`config.mk`:
```
export PLATFORM = sky130hd
export DESIGN_NAME = mem_march_bist_flat
export DESIGN_NICKNAME = d
export VERILOG_FILES = /design/src/rtl/mem_march_bist_if.sv /design/src/rtl/mem_march_bist.sv /design/src/flat_wrapper.sv
export SDC_FILE = /design/constraint.sdc
export NUM_CORES = 1
export LEC_CHECK = 0
export CORE_MARGIN = 2
export CORE_UTILIZATION = 51
export CTS_CLUSTER_SIZE = 12
export DETAILED_ROUTE_END_ITERATION = 6
export HOLD_SLACK_MARGIN = 0.15
export PLACE_DENSITY = 0.82
export RECOVER_POWER = 50
export SYNTH_ARGS = -nofsm -noshare
export SYNTH_HDL_FRONTEND = slang
export SYNTH_SLANG_ARGS = --single-unit
```
`constraint.sdc`:
```
create_clock -name clk_i -period 2.9 [get_ports clk_i]
set_input_delay 0.725 -clock clk_i [delete_from_list [all_inputs] [get_ports clk_i]]
set_output_delay 0.725 -clock clk_i [all_outputs]
set_load 0.005 [all_outputs]
```
`src/rtl/mem_march_bist_if.sv`:
```
// Single-port handshake memory bus: valid/ready request with write/read select,
// read data returned the cycle after a read handshake.
interface mem_march_bist_if #(
   parameter int unsigned WIDTH      = 16,
   parameter int unsigned ADDR_WIDTH = 10
);
   logic [ADDR_WIDTH-1:0] mem_addr;
   logic [WIDTH-1:0]      mem_wdata;
   logic                  mem_wr_rd;
   logic                  mem_valid;
   logic                  mem_ready;
   logic [WIDTH-1:0]      mem_rdata;

   modport master (
      output mem_addr,
      output mem_wdata,
      output mem_wr_rd,
      output mem_valid,
      input  mem_ready,
      input  mem_rdata
   );

   modport slave (
      input  mem_addr,
      input  mem_wdata,
      input  mem_wr_rd,
      input  mem_valid,
      output mem_ready,
      output mem_rdata
   );
endinterface

```
`src/rtl/mem_march_bist.sv`:
```
// Three-pass march self-test master: write pattern, read/compare + write inverse,
// then read/compare inverse descending. Reports pass/fail and first-failure details.
module mem_march_bist #(
   parameter int unsigned WIDTH      = 16,
   parameter int unsigned DEPTH      = 1024,
   parameter int unsigned ADDR_WIDTH = 10,
   parameter int unsigned CNT_WIDTH  = 8
) (
   input  logic                  clk_i,
   input  logic                  rst_i,
   input  logic                  start_i,
   input  logic [WIDTH-1:0]      seed_i,
   mem_march_bist_if.master      mem,
   output logic                  busy_o,
   output logic                  done_o,
   output logic                  fail_o,
   output logic [CNT_WIDTH-1:0]  fail_cnt_o,
   output logic [ADDR_WIDTH-1:0] fail_addr_o,
   output logic [WIDTH-1:0]      fail_exp_o,
   output logic [WIDTH-1:0]      fail_got_o
);

   localparam logic [2:0] StIdle  = 3'd0;
   localparam logic [2:0] StW0    = 3'd1;
   localparam logic [2:0] StR0Rd  = 3'd2;
   localparam logic [2:0] StR0Cmp = 3'd3;
   localparam logic [2:0] StR0Wr  = 3'd4;
   localparam logic [2:0] StR1Rd  = 3'd5;
   localparam logic [2:0] StR1Cmp = 3'd6;
   localparam logic [2:0] StDone  = 3'd7;

   localparam logic [ADDR_WIDTH-1:0] LastAddr = ADDR_WIDTH'(DEPTH - 1);

   logic [2:0]            state_q, state_d;
   logic [ADDR_WIDTH-1:0] addr_q, addr_d;
   logic [WIDTH-1:0]      seed_q, seed_d;
   logic                  fail_q, fail_d;
   logic [CNT_WIDTH-1:0]  cnt_q, cnt_d;
   logic [ADDR_WIDTH-1:0] faddr_q, faddr_d;
   logic [WIDTH-1:0]      fexp_q, fexp_d;
   logic [WIDTH-1:0]      fgot_q, fgot_d;

   logic             hs;
   logic             cmp_state;
   logic             mismatch;
   logic [WIDTH-1:0] pat;
   logic [WIDTH-1:0] exp_data;

   // Size cast zero-extends or truncates the address to the data width.
   assign pat       = seed_q ^ WIDTH'(addr_q);
   assign cmp_state = (state_q == StR0Cmp) || (state_q == StR1Cmp);
   assign exp_data  = (state_q == StR0Cmp) ? pat : ~pat;
   assign mismatch  = cmp_state && (mem.mem_rdata != exp_data);
   assign hs        = mem.mem_valid && mem.mem_ready;

   always_comb begin
      state_d = state_q;
      addr_d  = addr_q;
      seed_d  = seed_q;
      fail_d  = fail_q;
      cnt_d   = cnt_q;
      faddr_d = faddr_q;
      fexp_d  = fexp_q;
      fgot_d  = fgot_q;

      case (state_q)
         StIdle, StDone: begin
            if (start_i) begin
               state_d = StW0;
               addr_d  = '0;
               seed_d  = seed_i;
               fail_d  = 1'b0;
               cnt_d   = '0;
               faddr_d = '0;
               fexp_d  = '0;
               fgot_d  = '0;
            end
         end
         StW0: begin
            if (hs) begin
               if (addr_q == LastAddr) begin
                  state_d = StR0Rd;
                  addr_d  = '0;
               end else begin
                  addr_d = addr_q + 1'b1;
               end
            end
         end
         StR0Rd:  if (hs) state_d = StR0Cmp;
         StR0Cmp: state_d = StR0Wr;
         StR0Wr: begin
            // Terminal test precedes the step, so the counter never wraps.
            if (hs) begin
               if (addr_q == LastAddr) begin
                  state_d = StR1Rd;
               end else begin
                  addr_d  = addr_q + 1'b1;
                  state_d = StR0Rd;
               end
            end
         end
         StR1Rd:  if (hs) state_d = StR1Cmp;
         StR1Cmp: begin
            if (addr_q == '0) begin
               state_d = StDone;
            end else begin
               addr_d  = addr_q - 1'b1;
               state_d = StR1Rd;
            end
         end
         default: state_d = StIdle;
      endcase

      if (mismatch) begin
         fail_d = 1'b1;
         if (cnt_q != '1) cnt_d = cnt_q + 1'b1;
         if (cnt_q == '0) begin
            faddr_d = addr_q;
            fexp_d  = exp_data;
            fgot_d  = mem.mem_rdata;
         end
      end
   end

   always_ff @(posedge clk_i or negedge rst_i) begin
      if (!rst_i) begin
         state_q <= StIdle;
         addr_q  <= '0;
         seed_q  <= '0;
         fail_q  <= 1'b0;
         cnt_q   <= '0;
         faddr_q <= '0;
         fexp_q  <= '0;
         fgot_q  <= '0;
      end else begin
         state_q <= state_d;
         addr_q  <= addr_d;
         seed_q  <= seed_d;
         fail_q  <= fail_d;
         cnt_q   <= cnt_d;
         faddr_q <= faddr_d;
         fexp_q  <= fexp_d;
         fgot_q  <= fgot_d;
      end
   end

   always_comb begin
      mem.mem_valid = (state_q == StW0) || (state_q == StR0Rd) ||
                      (state_q == StR0Wr) || (state_q == StR1Rd);
      mem.mem_wr_rd = (state_q == StW0) || (state_q == StR0Wr);
      mem.mem_addr  = addr_q;
      if (state_q == StW0) begin
         mem.mem_wdata = pat;
      end else if (state_q == StR0Wr) begin
         mem.mem_wdata = ~pat;
      end else begin
         mem.mem_wdata = '0;
      end
   end

   assign busy_o      = (state_q != StIdle) && (state_q != StDone);
   assign done_o      = (state_q == StDone);
   assign fail_o      = fail_q;
   assign fail_cnt_o  = cnt_q;
   assign fail_addr_o = faddr_q;
   assign fail_exp_o  = fexp_q;
   assign fail_got_o  = fgot_q;

endmodule

```
`src/flat_wrapper.sv`:
```
// flat-port wrapper written by rule: the top's interface ports become plain ports
module mem_march_bist_flat 
#(
   parameter int unsigned WIDTH      = 16,
   parameter int unsigned DEPTH      = 1024,
   parameter int unsigned ADDR_WIDTH = 10,
   parameter int unsigned CNT_WIDTH  = 8
)
  (clk_i, rst_i, start_i, seed_i, busy_o, done_o, fail_o, fail_cnt_o, fail_addr_o, fail_exp_o, fail_got_o, mem_mem_addr, mem_mem_wdata, mem_mem_wr_rd, mem_mem_valid, mem_mem_ready, mem_mem_rdata);
  mem_march_bist_if #(.WIDTH(WIDTH), .ADDR_WIDTH(ADDR_WIDTH)) mem_i ();
  input  logic clk_i;
  input  logic rst_i;
  input  logic start_i;
  input  logic [WIDTH-1:0] seed_i;
  output logic busy_o;
  output logic done_o;
  output logic fail_o;
  output logic [CNT_WIDTH-1:0] fail_cnt_o;
  output logic [ADDR_WIDTH-1:0] fail_addr_o;
  output logic [WIDTH-1:0] fail_exp_o;
  output logic [WIDTH-1:0] fail_got_o;
  output wire logic [$bits(mem_i.mem_addr)-1:0] mem_mem_addr;
  output wire logic [$bits(mem_i.mem_wdata)-1:0] mem_mem_wdata;
  output wire logic [$bits(mem_i.mem_wr_rd)-1:0] mem_mem_wr_rd;
  output wire logic [$bits(mem_i.mem_valid)-1:0] mem_mem_valid;
  input wire logic [$bits(mem_i.mem_ready)-1:0] mem_mem_ready;
  input wire logic [$bits(mem_i.mem_rdata)-1:0] mem_mem_rdata;
  assign mem_mem_addr = mem_i.mem_addr;
  assign mem_mem_wdata = mem_i.mem_wdata;
  assign mem_mem_wr_rd = mem_i.mem_wr_rd;
  assign mem_mem_valid = mem_i.mem_valid;
  assign mem_i.mem_ready = mem_mem_ready;
  assign mem_i.mem_rdata = mem_mem_rdata;
  mem_march_bist #(.WIDTH(WIDTH), .DEPTH(DEPTH), .ADDR_WIDTH(ADDR_WIDTH), .CNT_WIDTH(CNT_WIDTH)) u_core (.clk_i(clk_i), .rst_i(rst_i), .start_i(start_i), .seed_i(seed_i), .mem(mem_i), .busy_o(busy_o), .done_o(done_o), .fail_o(fail_o), .fail_cnt_o(fail_cnt_o), .fail_addr_o(fail_addr_o), .fail_exp_o(fail_exp_o), .fail_got_o(fail_got_o));
endmodule
```
# --- Word-level counts from Yosys, hierarchy flattened ---
# Index checks and enable logic that the tools add are counted.
totals:
  mem_count: 0
  out_inout_bits: 81
  ramBits: 0
  latch_bits: 0
  regBits: 80
  romBits: 0
classes:
  n_addsub: 3
  multipliers: 0
  n_div: 0
  reduce_logical: 20
  eq_ne: 19
  n_mux: 38
  magnitude_cmp: 0
  shift: 0
  bitwise_logic: 2
op_table:
  columns: ["op", "count"]
  rows:
  - ["16-bit two-way mux", 11]
  - ["10-bit two-way mux", 10]
  - ["10-bit one-hot mux with 4 select lines", 1]
  - ["8-bit two-way mux", 4]
  - ["3-bit two-way mux", 7]
  - ["3-bit one-hot mux with 7 select lines", 1]
  - ["16-bit inequality test", 1]
  - ["16-bit NOT", 1]
  - ["16-bit by 10-bit bitwise XOR with 16-bit output", 1]
  - ["3-bit equality test (second input constant)", 4]
  - ["6-bit AND reduction", 2]
  - ["10-bit by 1-bit adder with 10-bit output (second input constant)", 1]
  - ["10-bit equality test (second input constant)", 1]
  - ["10-bit zero test", 1]
  - ["2-bit by 1-bit inequality test with 1-bit output (second input constant)", 5]
  - ["10-bit by 1-bit subtractor with 10-bit output (second input constant)", 1]
  - ["8-bit by 1-bit adder with 8-bit output (second input constant)", 1]
  - ["8-bit zero test", 1]
  - ["8-bit inequality test (second input constant)", 1]
  - ["3-bit by 2-bit equality test with 1-bit output (second input constant)", 2]
  - ["2-bit inequality test (second input constant)", 3]
  - ["1-bit logical OR", 5]
  - ["2-bit AND reduction", 2]
  - ["2-bit nonzero test", 2]
  - ["other kinds (9)", 13]

# --- Logic depth before layout (Yosys ltp) ---
depth:
  word_depth: 7
  depth_mapped: 10
  ltp_nobuf: 8

# --- Least setup slack after synthesis ---
# OpenSTA, ideal clock, no wires.
synth_timing:
  kind: "input to register"
  startpoint: "in mem_mem_rdata[9]"
  endpoint: "reg u_core.cnt_q[2], in the netlist u_core.fail_cnt_o[2]"
  path_slack_ps: 102
  arrival_time_ps: 2666
  cell_stages: 7
  setup_ps: 132
  t_required_ps: 2768
  cell_sequence: "inv_1 -> xnor3_1 -> or4_4 -> o41ai_4 -> buf_6 -> mux2i_1 -> o221ai_2"
synth_via:
  elab_chain_cells: 3
synth_rtl:
  columns: ["item", "line", "rtl"]
  rows:
  - ["start: declaration", "flat_wrapper.sv:27", "input wire logic [$bits(mem_i.mem_rdata)-1:0] mem_mem_rdata;"]
  - ["16-bit inequality test", "mem_march_bist.sv:53", "assign mismatch = cmp_state && (mem.mem_rdata != exp_data);"]
  - ["1-bit logical AND", "mem_march_bist.sv:53", null]
  - ["8-bit two-way mux", "mem_march_bist.sv:114", "if (mismatch) begin"]
  - ["named net u_core.cnt_d[2]", "mem_march_bist.sv:38", "logic [CNT_WIDTH-1:0] cnt_q, cnt_d;"]
  - ["end signal: assignment", "mem_march_bist.sv:140", "cnt_q <= cnt_d;"]
  - ["end: declaration", "mem_march_bist.sv:38", null]
# The timed path passes the listed nets, and every way through them passes these cells.
# A chain may end at the register's enable or synchronous reset.

# --- Worst setup path after layout ---
layout_timing:
  startpoint: "in mem_mem_rdata[1]"
  endpoint: "reg u_core.fexp_q[0], in the netlist u_core.fail_exp_o[0]"
layout_via:
  elab_chain_cells: 3
layout_rtl:
  columns: ["item", "line", "rtl"]
  rows:
  - ["16-bit inequality test", "mem_march_bist.sv:53", null]
  - ["1-bit logical AND", "mem_march_bist.sv:53", null]
  - ["16-bit two-way mux", "mem_march_bist.sv:114", null]
  - ["named net u_core.fexp_d[0]", "mem_march_bist.sv:40", "logic [WIDTH-1:0] fexp_q, fexp_d;"]
  - ["end signal: assignment", "mem_march_bist.sv:142", "fexp_q <= fexp_d;"]
  - ["end: declaration", "mem_march_bist.sv:40", null]
# The timed path passes the listed nets, and every way through them passes these cells.

==> out/qor.txt <==
Reg2reg start: u_core.state_q[2]$_DFFE_PN0P_
DRT iter0 DRCs: 153
Count leader, synth: dfrtp_1
CP Launch Type: input pin
Critical path class: in -> reg
Slew @ Worst Pin: 1.28 ns
Top FF cell, synth: dfrtp_1
Yosys warns: 0
Synth unique cells: 56
Synth Area in Adders: 1.02%
Vias in the first global route: 4108
I/O Pins: 117
Ys async rst share: 100%
Hold Crit Start: u_core.fail_o$_DFFE_PN0P_
Final WS setup: 0.0777 ns
CTS Hold Buffers Added: 0
Tmin final: 2.82 ns
Synth area leaders: dfrtp_1, mux2i_1, xnor3_1, nand2_1, xnor2_1
Clock Skews: 0.00762 ns
Post-DRT Antenna Nets: 0
CP required: 3.18 ns
Final hold viol count: 0
Synth area leader: dfrtp_1
Chip Height: 102 um
Routed Wire Length: 13.3 mm
Max Cap Violations: 0
Share of cells above drive strength 1: 16.4%
CP Capture Type: register
Port Buffer Count: 116
Via count of the routed design: 4204
CP most frequent cell: buf_12
Count of final max-slew check failures: 0
Post-route DRC violation count: 0
Largest family of logic cells by synthesized area: multiplexers
Overflow after GRT: 0
Mux share of post-synthesis cell area: 15.5%
Post-Synth XOR/XNOR Area: 12.7%
Register area share after synthesis: 40.7%
Place WS: -0.498 ns
Net Switching: 3.09 mW
Final critical-path share of the clock period: 97.3%
First-pass GRT wire length: 20.9 mm
CTS buffer count: 9
Post-Synth Simple-Gate Area: 12.8%
Synthesized area: 0.00492 mm^2
PwrDens: 1180 mW/mm^2
CP max stage cell: clkdlybuf4s50_1
DP Wirelength: 9.36 mm
DR WL/cell: 17.6 um
Clock slew at reported path FFs: 0.08 ns
Die area: 0.0104 mm^2
# setup viols final: 0
Net Sw Frac: 38.6%
Largest net degree at the start of global routing: 50
Clock Sink Count: 80
Syn nets: 515
Rows: 35
Fin nets: 657
Max clock buf depth: 2
Clock share of power: 12.4%
Area growth, synth to finish: 38.3%
Commonest cells post-synth: dfrtp_1, nand2_1, mux2i_1
Post-synthesis compound-gate area fraction: 10.8%
Synth top area share: 40.7%
Max IR drop VDD: 0.672 mV
Post-synthesis cell count: 475
Number of synthesized flops with an enable pin: 0
Htree depth: 3
Worst rel slew slack: 14.8%
Internal Power: 4.92 mW
Synth Register Bits: 80
Min-delay worst type: reg -> reg
Core Box Area: 0.00928 mm^2
Starting density of the core: 53.0%
Critical-path cell list: clkdlybuf4s50_1 -> xnor3_1 -> and4_1 -> o211ai_1 -> buf_4 -> o41ai_4 -> nor4_4 -> buf_12 -> buf_12 -> mux2i_1
Clk_lat worst skew: 0.35 ns
Hold_ws: 0.485 ns
Final core utilization: 73.3%
DRT Pass-1 Iters: 5
Via density: 5.60
CP max stage delay: 0.51 ns
Syn Area/Cell: 10.4 um^2
GP Congestion: 0.909
Status: finished, final reports clean
Clock Tree Root: clkbuf_8
Sequential Power Share: 24.3%
Tot GR Track Use: 25.7%
Antenna violations before repair: 0
Comb power frac: 63.3%
Max Freq: 354 MHz
Leakage: 3.10 nW
WP data arrival: 3.10 ns
ANT cells: 0
Max FO, Critical Path: 14
Crit path from: mem_mem_rdata[1]
DIE WIDTH: 102 um
CTS tree: built
==> worst paths after layout <==
| check | to | slack [ns] | cells past startpoint |
|---|---|---|---|
| max reg2reg | u_core.fail_cnt_o[2]$_DFF_PN0_ | 0.14 | 8 |
| max in group asynchronous | u_core.seed_q[5]$_DFFE_PN0P_ | 0.82 | 2 |
| min | u_core.fail_o$_DFFE_PN0P_ | 0.48 | 2 |
| min in group asynchronous | u_core.fail_exp_o[12]$_DFF_PN0_ | 0.63 | 1 |
| min reg2reg | u_core.fail_o$_DFFE_PN0P_ | 0.48 | 2 |
| max | u_core.fail_exp_o[0]$_DFF_PN0_ | 0.08 | 10 |
==> critical path, delay by kind of cell <==
| kind | cells | cell delay, ns |
|---|---|---|
| AO/OA/AOI/OAI | 2 | 0.36 |
| XOR/XNOR | 1 | 0.28 |
| buffers and inverters | 4 | 1.03 |
| multiplexers | 1 | 0.20 |
| AND/OR/NAND/NOR | 2 | 0.49 |
==> cell usage in the layout (no fill, tap or decap), drive strengths merged, types with 4 or more instances in the layout <==
cell           count
a21boi             5
a21oi              9
a32o               4
and3               5
buf               45
clkbuf            15
clkdlybuf4s50     75
dfrtp             80
dlygate4sd3       36
dlymetal6s2s       4
ha                 4
inv               35
mux2              16
mux2i             58
nand2             74
nand2b             4
nand3              6
nor2               9
nor3               8
o211ai             5
o21ai             18
o221ai             5
o22ai              4
or4                4
xnor2             33
xnor3             13
==> cell type report <==
cell class	count	area [um^2]
clock inverter	5	105
tap	129	161
fill	660	2480
timing repair buffer	164	1600
inverter	35	131
sequential	80	2000
clock buffer	11	131
multi-input combinational	327	2680
==> what timing repair did <==
action                                  in CTS  in global routing
buffers inserted                             3                  3
cloned                                       0                  1
endpoints found under the setup margin      63                 65
gates resized for setup                      6                 22
pin swaps                                    2                  4
==> state kept, by name, summed over array words and instances (netlist names) <==
| register | count |
|---|---|
| u_core.fail_addr_o | 10 |
| u_core.fail_cnt_o | 8 |
| u_core.fail_exp_o | 16 |
| u_core.fail_got_o | 16 |
| u_core.fail_o | 1 |
| u_core.mem.mem_addr | 10 |
| u_core.seed_q | 16 |
| u_core.state_q | 3 |
==> power groups by stage <==
stage | Sequential [mW] | Combinational (mW) | Clock [mW]
after global routing | 2.01 | 5.45 | 1.05
after floorplan | 1.93 | 2.88 | 0
after CTS | 1.95 | 4.93 | 1.01
final | 1.95 | 5.07 | 0.993
after detailed placement | 1.96 | 4.83 | 0
after global placement | 1.95 | 4.70 | 0
==> metrics by stage <==
stage	instance area [um^2]	cells	setup TNS, ns	total power [mW]
after global routing	6800	751	-0.174	8.51
after detailed placement	6420	728	-21.55	6.80
after CTS	6710	747	0	7.88
after global placement	6420	728	-19.35	6.65
after floorplan	4920	475	0	4.81
final	6800	751	0	8.01
==> logic make-up (layout without fill, tap and decap cells) <==
| kind of cell | Yosys count | in the layout |
|---|---|---|
| flip-flops | 80 | 80 |
| XOR/XNOR | 46 | 46 |
| AND/OR/NAND/NOR | 130 | 130 |
| adder cells (fa/ha/maj) | 4 | 4 |
| AO/OA/AOI/OAI | 73 | 73 |
| buffers and inverters | 68 | 215 |
| multiplexers | 74 | 74 |
==> routing by layer <==
metal | routed length [um] | GRT usage, % | vias up
li1 | - | - | 1933
met2 | 6510 | 41.6 | 190
met4 | 333 | 8.82 | 0
met1 | 5560 | 35.7 | 2050
met5 | 0 | 0 | -
met3 | 846 | 3.63 | 31
No activity file was read; power rests on OpenSTA's default activity.
